File: src/rtl/alu_mdu_pkg.sv
// ALU control definitions shared by the ALU/MDU datapath, its interface and bench.
// Opcode encodings, default widths and FSM/select enums live here.
package alu_mdu_pkg;

    localparam int XLEN_DEF      = 32;
    localparam int CTRL_BITS_DEF = 5;

    localparam logic [CTRL_BITS_DEF-1:0] ALUCTRL_ADD    = 5'd0;
    localparam logic [CTRL_BITS_DEF-1:0] ALUCTRL_SUB    = 5'd1;
    localparam logic [CTRL_BITS_DEF-1:0] ALUCTRL_AND    = 5'd2;
    localparam logic [CTRL_BITS_DEF-1:0] ALUCTRL_OR     = 5'd3;
    localparam logic [CTRL_BITS_DEF-1:0] ALUCTRL_XOR    = 5'd4;
    localparam logic [CTRL_BITS_DEF-1:0] ALUCTRL_SLL    = 5'd5;
    localparam logic [CTRL_BITS_DEF-1:0] ALUCTRL_SRL    = 5'd6;
    localparam logic [CTRL_BITS_DEF-1:0] ALUCTRL_SRA    = 5'd7;
    localparam logic [CTRL_BITS_DEF-1:0] ALUCTRL_SLT    = 5'd8;
    localparam logic [CTRL_BITS_DEF-1:0] ALUCTRL_SLTU   = 5'd9;
    localparam logic [CTRL_BITS_DEF-1:0] ALUCTRL_BEQ    = 5'd10;
    localparam logic [CTRL_BITS_DEF-1:0] ALUCTRL_BNE    = 5'd11;
    localparam logic [CTRL_BITS_DEF-1:0] ALUCTRL_BLT    = 5'd12;
    localparam logic [CTRL_BITS_DEF-1:0] ALUCTRL_BGE    = 5'd13;
    localparam logic [CTRL_BITS_DEF-1:0] ALUCTRL_BLTU   = 5'd14;
    localparam logic [CTRL_BITS_DEF-1:0] ALUCTRL_BGEU   = 5'd15;
    localparam logic [CTRL_BITS_DEF-1:0] ALUCTRL_MUL    = 5'd16;
    localparam logic [CTRL_BITS_DEF-1:0] ALUCTRL_MULH   = 5'd17;
    localparam logic [CTRL_BITS_DEF-1:0] ALUCTRL_MULHSU = 5'd18;
    localparam logic [CTRL_BITS_DEF-1:0] ALUCTRL_MULHU  = 5'd19;
    localparam logic [CTRL_BITS_DEF-1:0] ALUCTRL_DIV    = 5'd20;
    localparam logic [CTRL_BITS_DEF-1:0] ALUCTRL_DIVU   = 5'd21;
    localparam logic [CTRL_BITS_DEF-1:0] ALUCTRL_REM    = 5'd22;
    localparam logic [CTRL_BITS_DEF-1:0] ALUCTRL_REMU   = 5'd23;

    typedef enum logic [1:0] {
        S_IDLE,
        S_CALC,
        S_DONE
    } state_t;

    typedef enum logic [1:0] {
        MDU_LO,
        MDU_HI,
        MDU_QUO,
        MDU_REM
    } mdu_sel_t;

endpackage

File: src/rtl/alu_mdu_if.sv
// Request/response bundle between an issuing stage and the ALU/MDU.
import alu_mdu_pkg::*;

interface alu_mdu_if #(
    parameter int XLEN      = XLEN_DEF,
    parameter int CTRL_BITS = CTRL_BITS_DEF
);
    logic                 req_valid;
    logic                 req_ready;
    logic [CTRL_BITS-1:0] op;
    logic [XLEN-1:0]      rs1;
    logic [XLEN-1:0]      rs2;
    logic [XLEN-1:0]      imm;
    logic                 alu_src;
    logic                 kill;
    logic                 resp_valid;
    logic                 resp_ready;
    logic [XLEN-1:0]      result;
    logic                 taken;
    logic                 busy;

    modport master (
        output req_valid, op, rs1, rs2, imm, alu_src, kill, resp_ready,
        input  req_ready, resp_valid, result, taken, busy
    );

    modport slave (
        input  req_valid, op, rs1, rs2, imm, alu_src, kill, resp_ready,
        output req_ready, resp_valid, result, taken, busy
    );
endinterface

File: src/rtl/alu_mdu_seq.sv
// Iterative shift-add multiplier and restoring divider, one bit per cycle.
// Works on magnitudes; signs and divide-by-zero are fixed up on the outputs.
import alu_mdu_pkg::*;

module alu_mdu_seq #(
    parameter int XLEN = XLEN_DEF
) (
    input  logic              clk,
    input  logic              rst_n,
    input  logic              start,
    input  logic              abort,
    input  logic              is_div,
    input  logic              a_signed,
    input  logic              b_signed,
    input  logic [XLEN-1:0]   a,
    input  logic [XLEN-1:0]   b,
    output logic              done,
    output logic [2*XLEN-1:0] product,
    output logic [XLEN-1:0]   quotient,
    output logic [XLEN-1:0]   remainder
);
    localparam int CW = $clog2(XLEN);

    logic            active_q;
    logic [CW-1:0]   cnt_q;
    logic [XLEN-1:0] hi_q;
    logic [XLEN-1:0] lo_q;
    logic [XLEN-1:0] opnd_q;
    logic [XLEN-1:0] a_q;
    logic            div_q;
    logic            neg_q;
    logic            neg_rem_q;
    logic            zero_q;

    logic            a_neg;
    logic            b_neg;
    logic [XLEN-1:0] a_mag;
    logic [XLEN-1:0] b_mag;
    logic [XLEN:0]   mul_sum;
    logic [XLEN:0]   rem_sh;
    logic [XLEN:0]   diff;
    logic            fits;
    logic [XLEN-1:0] hi_d;
    logic [XLEN-1:0] lo_d;
    logic [2*XLEN-1:0] prod_mag;

    assign a_neg = a_signed & a[XLEN-1];
    assign b_neg = b_signed & b[XLEN-1];
    assign a_mag = a_neg ? -a : a;
    assign b_mag = b_neg ? -b : b;

    // hi/lo hold accumulator/multiplier or partial remainder/quotient
    assign mul_sum = {1'b0, hi_q} + {1'b0, (lo_q[0] ? opnd_q : '0)};
    assign rem_sh  = {hi_q, lo_q[XLEN-1]};
    assign diff    = rem_sh - {1'b0, opnd_q};
    assign fits    = ~diff[XLEN];

    always_comb begin
        hi_d = mul_sum[XLEN:1];
        lo_d = {mul_sum[0], lo_q[XLEN-1:1]};
        if (div_q) begin
            hi_d = fits ? diff[XLEN-1:0] : rem_sh[XLEN-1:0];
            lo_d = {lo_q[XLEN-2:0], fits};
        end
    end

    always_ff @(posedge clk) begin
        if (!rst_n) begin
            active_q  <= 1'b0;
            cnt_q     <= '0;
            hi_q      <= '0;
            lo_q      <= '0;
            opnd_q    <= '0;
            a_q       <= '0;
            div_q     <= 1'b0;
            neg_q     <= 1'b0;
            neg_rem_q <= 1'b0;
            zero_q    <= 1'b0;
        end else if (abort) begin
            active_q <= 1'b0;
            cnt_q    <= '0;
        end else if (start) begin
            active_q  <= 1'b1;
            cnt_q     <= '0;
            hi_q      <= '0;
            lo_q      <= a_mag;
            opnd_q    <= b_mag;
            a_q       <= a;
            div_q     <= is_div;
            neg_q     <= a_neg ^ b_neg;
            neg_rem_q <= a_neg;
            zero_q    <= is_div && (b == '0);
        end else if (active_q) begin
            hi_q  <= hi_d;
            lo_q  <= lo_d;
            cnt_q <= cnt_q + CW'(1);
            if (done) begin
                active_q <= 1'b0;
            end
        end
    end

    assign done      = active_q && (cnt_q == CW'(XLEN - 1));
    assign prod_mag  = {hi_q, lo_q};
    assign product   = neg_q ? -prod_mag : prod_mag;
    assign quotient  = zero_q ? '1 : (neg_q ? -lo_q : lo_q);
    assign remainder = zero_q ? a_q : (neg_rem_q ? -hi_q : hi_q);

endmodule

File: src/rtl/alu_mdu.sv
// Integer ALU with single-cycle datapath plus an iterative M-extension unit.
// One request in flight; response held until the consumer accepts it.
import alu_mdu_pkg::*;

module alu_mdu #(
    parameter int XLEN      = XLEN_DEF,
    parameter int CTRL_BITS = CTRL_BITS_DEF
) (
    input logic       clk,
    input logic       rst_n,
    alu_mdu_if.slave  bus
);
    localparam int SHW = $clog2(XLEN);

    state_t   state_q;
    state_t   state_d;
    logic     accept;

    logic [XLEN-1:0] op2;
    logic [SHW-1:0]  shamt;
    logic            eq;
    logic            lt_s;
    logic            lt_u;

    logic [XLEN-1:0] alu_res;
    logic            alu_taken;
    logic            mdu_op;
    logic            is_div;
    logic            a_signed;
    logic            b_signed;
    mdu_sel_t        sel;

    logic [XLEN-1:0] result_q;
    logic            taken_q;
    logic            mdu_q;
    mdu_sel_t        sel_q;

    logic              seq_done;
    logic [2*XLEN-1:0] product;
    logic [XLEN-1:0]   quotient;
    logic [XLEN-1:0]   remainder;
    logic [XLEN-1:0]   mdu_res;

    assign op2   = bus.alu_src ? bus.imm : bus.rs2;
    assign shamt = op2[SHW-1:0];
    assign eq    = bus.rs1 == op2;
    assign lt_s  = $signed(bus.rs1) < $signed(op2);
    assign lt_u  = bus.rs1 < op2;

    always_comb begin
        alu_res   = '0;
        alu_taken = 1'b0;
        mdu_op    = 1'b0;
        is_div    = 1'b0;
        a_signed  = 1'b0;
        b_signed  = 1'b0;
        sel       = MDU_LO;
        case (bus.op)
            ALUCTRL_ADD:  alu_res = bus.rs1 + op2;
            ALUCTRL_SUB:  alu_res = bus.rs1 - op2;
            ALUCTRL_AND:  alu_res = bus.rs1 & op2;
            ALUCTRL_OR:   alu_res = bus.rs1 | op2;
            ALUCTRL_XOR:  alu_res = bus.rs1 ^ op2;
            ALUCTRL_SLL:  alu_res = bus.rs1 << shamt;
            ALUCTRL_SRL:  alu_res = bus.rs1 >> shamt;
            ALUCTRL_SRA:  alu_res = $unsigned($signed(bus.rs1) >>> shamt);
            ALUCTRL_SLT:  alu_res = {{(XLEN-1){1'b0}}, lt_s};
            ALUCTRL_SLTU: alu_res = {{(XLEN-1){1'b0}}, lt_u};
            ALUCTRL_BEQ:  alu_taken = eq;
            ALUCTRL_BNE:  alu_taken = ~eq;
            ALUCTRL_BLT:  alu_taken = lt_s;
            ALUCTRL_BGE:  alu_taken = ~lt_s;
            ALUCTRL_BLTU: alu_taken = lt_u;
            ALUCTRL_BGEU: alu_taken = ~lt_u;
            ALUCTRL_MUL: begin
                mdu_op = 1'b1;
            end
            ALUCTRL_MULH: begin
                mdu_op   = 1'b1;
                a_signed = 1'b1;
                b_signed = 1'b1;
                sel      = MDU_HI;
            end
            ALUCTRL_MULHSU: begin
                mdu_op   = 1'b1;
                a_signed = 1'b1;
                sel      = MDU_HI;
            end
            ALUCTRL_MULHU: begin
                mdu_op = 1'b1;
                sel    = MDU_HI;
            end
            ALUCTRL_DIV: begin
                mdu_op   = 1'b1;
                is_div   = 1'b1;
                a_signed = 1'b1;
                b_signed = 1'b1;
                sel      = MDU_QUO;
            end
            ALUCTRL_DIVU: begin
                mdu_op = 1'b1;
                is_div = 1'b1;
                sel    = MDU_QUO;
            end
            ALUCTRL_REM: begin
                mdu_op   = 1'b1;
                is_div   = 1'b1;
                a_signed = 1'b1;
                b_signed = 1'b1;
                sel      = MDU_REM;
            end
            ALUCTRL_REMU: begin
                mdu_op = 1'b1;
                is_div = 1'b1;
                sel    = MDU_REM;
            end
            default: ;
        endcase
    end

    // kill outranks both a new request and the response handshake
    always_comb begin
        state_d = state_q;
        accept  = 1'b0;
        if (bus.kill) begin
            state_d = S_IDLE;
        end else begin
            case (state_q)
                S_IDLE: begin
                    if (bus.req_valid) begin
                        accept  = 1'b1;
                        state_d = mdu_op ? S_CALC : S_DONE;
                    end
                end
                S_CALC: begin
                    if (seq_done) begin
                        state_d = S_DONE;
                    end
                end
                S_DONE: begin
                    if (bus.resp_ready) begin
                        state_d = S_IDLE;
                    end
                end
                default: state_d = S_IDLE;
            endcase
        end
    end

    always_ff @(posedge clk) begin
        if (!rst_n) begin
            state_q <= S_IDLE;
        end else begin
            state_q <= state_d;
        end
    end

    always_ff @(posedge clk) begin
        if (!rst_n) begin
            result_q <= '0;
            taken_q  <= 1'b0;
            mdu_q    <= 1'b0;
            sel_q    <= MDU_LO;
        end else if (accept) begin
            result_q <= alu_res;
            taken_q  <= alu_taken;
            mdu_q    <= mdu_op;
            sel_q    <= sel;
        end
    end

    alu_mdu_seq #(
        .XLEN (XLEN)
    ) u_seq (
        .clk       (clk),
        .rst_n     (rst_n),
        .start     (accept && mdu_op),
        .abort     (bus.kill),
        .is_div    (is_div),
        .a_signed  (a_signed),
        .b_signed  (b_signed),
        .a         (bus.rs1),
        .b         (op2),
        .done      (seq_done),
        .product   (product),
        .quotient  (quotient),
        .remainder (remainder)
    );

    always_comb begin
        mdu_res = product[XLEN-1:0];
        case (sel_q)
            MDU_HI:  mdu_res = product[2*XLEN-1:XLEN];
            MDU_QUO: mdu_res = quotient;
            MDU_REM: mdu_res = remainder;
            default: mdu_res = product[XLEN-1:0];
        endcase
    end

    assign bus.req_ready  = state_q == S_IDLE;
    assign bus.resp_valid = state_q == S_DONE;
    assign bus.busy       = state_q == S_CALC;
    assign bus.taken      = taken_q;
    assign bus.result     = (state_q == S_DONE && mdu_q) ? mdu_res : result_q;

endmodule

File: src/flat_wrapper.sv
// flat-port wrapper written by rule: the top's interface ports become plain ports
module alu_mdu_flat 
#(
    parameter int XLEN      = XLEN_DEF,
    parameter int CTRL_BITS = CTRL_BITS_DEF
)
  (clk, rst_n, bus_req_valid, bus_op, bus_rs1, bus_rs2, bus_imm, bus_alu_src, bus_kill, bus_resp_ready, bus_req_ready, bus_resp_valid, bus_result, bus_taken, bus_busy);
  alu_mdu_if #(.XLEN(XLEN), .CTRL_BITS(CTRL_BITS)) bus_i ();
  input logic clk;
  input logic rst_n;
  input wire logic [$bits(bus_i.req_valid)-1:0] bus_req_valid;
  input wire logic [$bits(bus_i.op)-1:0] bus_op;
  input wire logic [$bits(bus_i.rs1)-1:0] bus_rs1;
  input wire logic [$bits(bus_i.rs2)-1:0] bus_rs2;
  input wire logic [$bits(bus_i.imm)-1:0] bus_imm;
  input wire logic [$bits(bus_i.alu_src)-1:0] bus_alu_src;
  input wire logic [$bits(bus_i.kill)-1:0] bus_kill;
  input wire logic [$bits(bus_i.resp_ready)-1:0] bus_resp_ready;
  output wire logic [$bits(bus_i.req_ready)-1:0] bus_req_ready;
  output wire logic [$bits(bus_i.resp_valid)-1:0] bus_resp_valid;
  output wire logic [$bits(bus_i.result)-1:0] bus_result;
  output wire logic [$bits(bus_i.taken)-1:0] bus_taken;
  output wire logic [$bits(bus_i.busy)-1:0] bus_busy;
  assign bus_i.req_valid = bus_req_valid;
  assign bus_i.op = bus_op;
  assign bus_i.rs1 = bus_rs1;
  assign bus_i.rs2 = bus_rs2;
  assign bus_i.imm = bus_imm;
  assign bus_i.alu_src = bus_alu_src;
  assign bus_i.kill = bus_kill;
  assign bus_i.resp_ready = bus_resp_ready;
  assign bus_req_ready = bus_i.req_ready;
  assign bus_resp_valid = bus_i.resp_valid;
  assign bus_result = bus_i.result;
  assign bus_taken = bus_i.taken;
  assign bus_busy = bus_i.busy;
  alu_mdu #(.XLEN(XLEN), .CTRL_BITS(CTRL_BITS)) u_core (.clk(clk), .rst_n(rst_n), .bus(bus_i));
endmodule
File: config.mk
export PLATFORM = sky130hd
export DESIGN_NAME = alu_mdu_flat
export DESIGN_NICKNAME = d
export VERILOG_FILES = /design/src/rtl/alu_mdu_pkg.sv /design/src/rtl/alu_mdu_if.sv /design/src/rtl/alu_mdu_seq.sv /design/src/rtl/alu_mdu.sv /design/src/flat_wrapper.sv
export SDC_FILE = /design/constraint.sdc
export NUM_CORES = 1
export LEC_CHECK = 0
export ABC_CLOCK_PERIOD_IN_PS = 7200
export BUFFER_PORTS_ARGS = -buffer_cell sky130_fd_sc_hd__buf_4
export CAP_MARGIN = 10
export CELL_PAD_IN_SITES_DETAIL_PLACEMENT = 1
export CELL_PAD_IN_SITES_GLOBAL_PLACEMENT = 1
export CORE_MARGIN = 8
export CORE_UTILIZATION = 45
export DETAILED_ROUTE_END_ITERATION = 8
export GPL_TIMING_DRIVEN = 0
export MAX_ROUTING_LAYER = met4
export PLACE_DENSITY = 0.78
export SYNTH_ARGS = -nofsm -noshare
export SYNTH_HDL_FRONTEND = slang
export SYNTH_SLANG_ARGS = --single-unit
File: constraint.sdc
create_clock -name clk -period 7.2 [get_ports clk]
set_clock_uncertainty 0.15 [all_clocks]
set_input_delay 1.44 -clock clk [delete_from_list [all_inputs] [get_ports clk]]
set_output_delay 1.44 -clock clk [all_outputs]
set_load 0.01 [all_outputs]
==> results.yml <==
status:
  outcome: "completed"
min_path:
  holdPathStages: 1
  hp-start: "u_core.result_q[4]$_SDFFE_PN0P_"
  whs_endpoint: "u_core.result_q[4]$_SDFFE_PN0P_"
  hold_class: "reg2reg"
clocking:
  max-clock-path-buffers: 2
  root_buffer: "clkbuf_16"
  clk_pin_slew_worst_paths_ns: 0.08
  cts_tree: "built"
  post_cts_buffers: 0
  htree_levels: 4
  hold_buffers: 0
  worstSkewPairLatency_ns: 0.48
  cts_inserted_buffers: 17
  clock-sinks: 176
global_routing:
  grt_max_degree: 19
  grt_use_total_pct: 49.1
  antenna_found_initial: 12
  grt.overflow.total: 0
  grt_pass1_vias: 32300
  grt_pass1_wl_microns: 226000
die:
  top_level_ports: 143
  die_h_microns: 253
  row_count: 86
  design.die.area_sq_um: 63800
  die_w_microns: 253
  core_sq_um: 55200
  start_util_pct: 45.6
setup_path:
  rrSetupSlack_ns: 1.99
  r2r-start: "u_core.u_seq.lo_q[0]$_SDFFE_PN0P_"
  setup.worst_path.class: "in2reg"
  end_kind: "flip-flop"
  crit_fanout: 11
  arrival_ns: 7.33
  critPathRequiredTime_ns: 7.38
  start_kind: "input port"
  reg2reg_depth: 14
  r2r_end: "u_core.u_seq.hi_q[31]$_SDFFE_PN0P_"
routing:
  firstDrtPassIters: 8
  vias_per_cell: 7.25
  first_iter_violations: 4390
  vias: 32900
  wl_microns: 159000
  wl_per_cell_microns: 35.1
  drtAntennaViolNets: 0
  remaining_drc_errors: 0
yosys:
  syn-num-nets: 3879
  ys_types: 94
  yosysSeqAreaShare_pct: 14.0
  yosys_warnings: 0
  netlist_instances: 3598
  postSynthAreaPerCell_sq_um: 7.00
  synth_top_area_share_pct: 14.0
  synth-edff-count: 0
  yosys-top-cells-area: "dfxtp_1 (14%), mux2i_1 (9.2%), ha_1 (8.4%)"
  ys_async_sr_fraction_pct: 0
  netlist_area_sq_um: 25200
  synthFlopType: "dfxtp_1"
  ys_seq_elements: 176
  yosys.area.top_type: "dfxtp_1"
pwr:
  leakage_nw: 11.4
  swShare_pct: 47.4
  pwr-share-comb_pct: 47.7
  powerDensity_nw_per_um2: 138
  ir_worst_vdd_uv: 201
  cell_internal_pwr_w: 0.00202
  seq_power_share_pct: 26.4
  power_frac_clock_pct: 25.9
  p_switching_w: 0.00181
place:
  io_buffers: 139
  gp_congestion: 1.17
  dp.cells: 4486
  hpwlAfterDp_microns: 124000
timing:
  fmax_mhz: 140
  slew-limit-headroom_pct: 10.3
  worstMarginPinSlew_ns: 1.33
  rsz0062_at_grt: "no"
  timing.final.crit_period_ns: 7.15
  setup_viol: 0
  min_period_over_period_pct: 99.3
  tns_ns: 0
  final-hold-violation-count: 0
  slew_viol_final: 0
finish:
  drive_gt1_share_pct: 7.51
  syn2layout_area_growth_pct: 10.5
  stdcell_count: 4532
  fin_nets: 4038
flow_run:
  drv_cap: 0
cell families (layout without fill, tap and decap cells):
| kind of cell | count (synthesis) | in the layout | share of synthesized area, % |
|---|---|---|---|
| AOI/OAI and AO/OA | 1190 | 1190 | 31.1 |
| and+or+nand+nor | 1145 | 1145 | 21.3 |
| buffers and inverters | 443 | 615 | 6.87 |
| muxes | 257 | 257 | 10.6 |
| xor gates and xnor gates | 213 | 213 | 7.41 |
| DFF | 176 | 176 | 14.0 |
| adders and majority gates | 174 | 174 | 8.77 |
| other | 0 | 14 | 0 |
critical path, stage by stage:
cell	delay (ns)
buf_2	0.19
buf_6	0.24
buf_6	0.24
mux2i_2	0.63
clkbuf_1	0.55
clkbuf_2	0.53
ha_1	0.19
clkbuf_1	0.36
o211ai_1	0.15
o21ai_0	0.72
o21a_1	0.21
a21oi_1	0.10
o31a_1	0.28
o21ai_0	0.21
xnor2_1	0.32
a221oi_1	0.79
o21ai_0	0.15
final cells by class:
class                   instances  area (sq um)
fillers                      7242         27400
multi-input cells            2979         20000
flip-flops and latches        176          3520
plain buffers                 286          1150
repair buffers                141          1070
well taps                     748           936
inverters                     156           586
clock buffers                  18           439
clock inverters                14           138
diodes                         14          35.0
through the flow:
stage | cell area, sq um | total power, W | utilization (%) | setup slack [ns] | hold WS (ns)
6_report | 27800 | 0.00383 | 50.4 | 0.0496 | 0.319
5_1_grt | 27800 | 0.00387 | 50.4 | 0.0487 | 0.341
4_1_cts | 27800 | 0.00368 | 50.3 | 0.0794 | 0.311
3_5_place_dp | 27200 | 0.00272 | 49.2 | -0.607 | 0.294
3_3_place_gp | 27200 | 0.00268 | 49.2 | -0.593 | 0.293
2_1_floorplan | 25200 | 0.00206 | - | 1.49 | 0.275
cells in the final DEF (no fill, tap or decap), drive strengths merged, types with 50 or more instances in the layout:
cell,count
nor2,271
inv,163
xor2,72
a221oi,50
ha,170
nor3,68
clkbuf,256
a21oi,230
and2,56
o211ai,76
dfxtp,176
mux2i,232
xnor2,141
buf,189
nand3,78
nand2,454
a21o,55
o21ai,332
worst max path at each step:
stage	from	endpoint	slack, ns	cells after the start
after global placement	bus_alu_src	u_core.result_q[27]$_SDFFE_PN0P_	-0.59	17
after detailed placement	bus_alu_src	u_core.result_q[27]$_SDFFE_PN0P_	-0.61	17
after global routing	bus_alu_src	u_core.result_q[13]$_SDFFE_PN0P_	0.05	17
final	bus_alu_src	u_core.result_q[13]$_SDFFE_PN0P_	0.05	17
after CTS	bus_alu_src	u_core.result_q[26]$_SDFFE_PN0P_	0.08	17
after floorplan	bus_alu_src	u_core.result_q[27]$_SDFFE_PN0P_	1.49	17
registers in the layout, indices dropped and copies added (netlist names):
register / flops
u_core.u_seq.neg_rem_q: 1
u_core.bus.taken: 1
u_core.u_seq.neg_q: 1
u_core.u_seq.cnt_q: 5
u_core.u_seq.opnd_q: 32
u_core.result_q: 32
u_core.u_seq.active_q: 1
u_core.u_seq.a_q: 32
u_core.state_q: 2
u_core.sel_q: 2
u_core.u_seq.zero_q: 1
u_core.u_seq.lo_q: 32
u_core.u_seq.hi_q: 32
u_core.u_seq.div_q: 1
u_core.mdu_q: 1
power by group through the flow:
stage / Combinational, W / Sequential [W] / Clock [W]
floorplan: 0.00103 / 0.00102 / 0
CTS: 0.00170 / 0.00101 / 0.000966
global route: 0.00185 / 0.00101 / 0.000999
detailed placement: 0.00169 / 0.00103 / 0
global placement: 0.00165 / 0.00103 / 0
finish: 0.00183 / 0.00101 / 0.000991
synth_stat cells (43+ instances only):
cell        n
a211oi_1   43
a21oi_1   229
nand2_1   454
and2_1     55
mux2i_1   231
o211ai_1   76
nor2_1    271
nor3_1     65
a21o_1     55
xnor2_1   141
clkbuf_1  233
a31oi_1    47
o21ai_0   328
ha_1      170
xor2_1     72
nand3_1    77
a21boi_0   48
dfxtp_1   176
a221oi_1   50
inv_1     151
timing repair:
action | CTS | global route
resized for setup | 2 | 11
setup endpoints to repair | 4 | 15
pin swaps | 0 | 0
per-layer routing:
metal / part of all wire, % / up-vias / global-route usage, %
met3: 12 / 831 / 13.6
met2: 42 / 2696 / 72.8
met4: 10 / 0 / 38.7
li1: - / 13400 / -
met5: 0 / - / -
met1: 36 / 15900 / 55.6
Power figures use the tool's default switching activity.
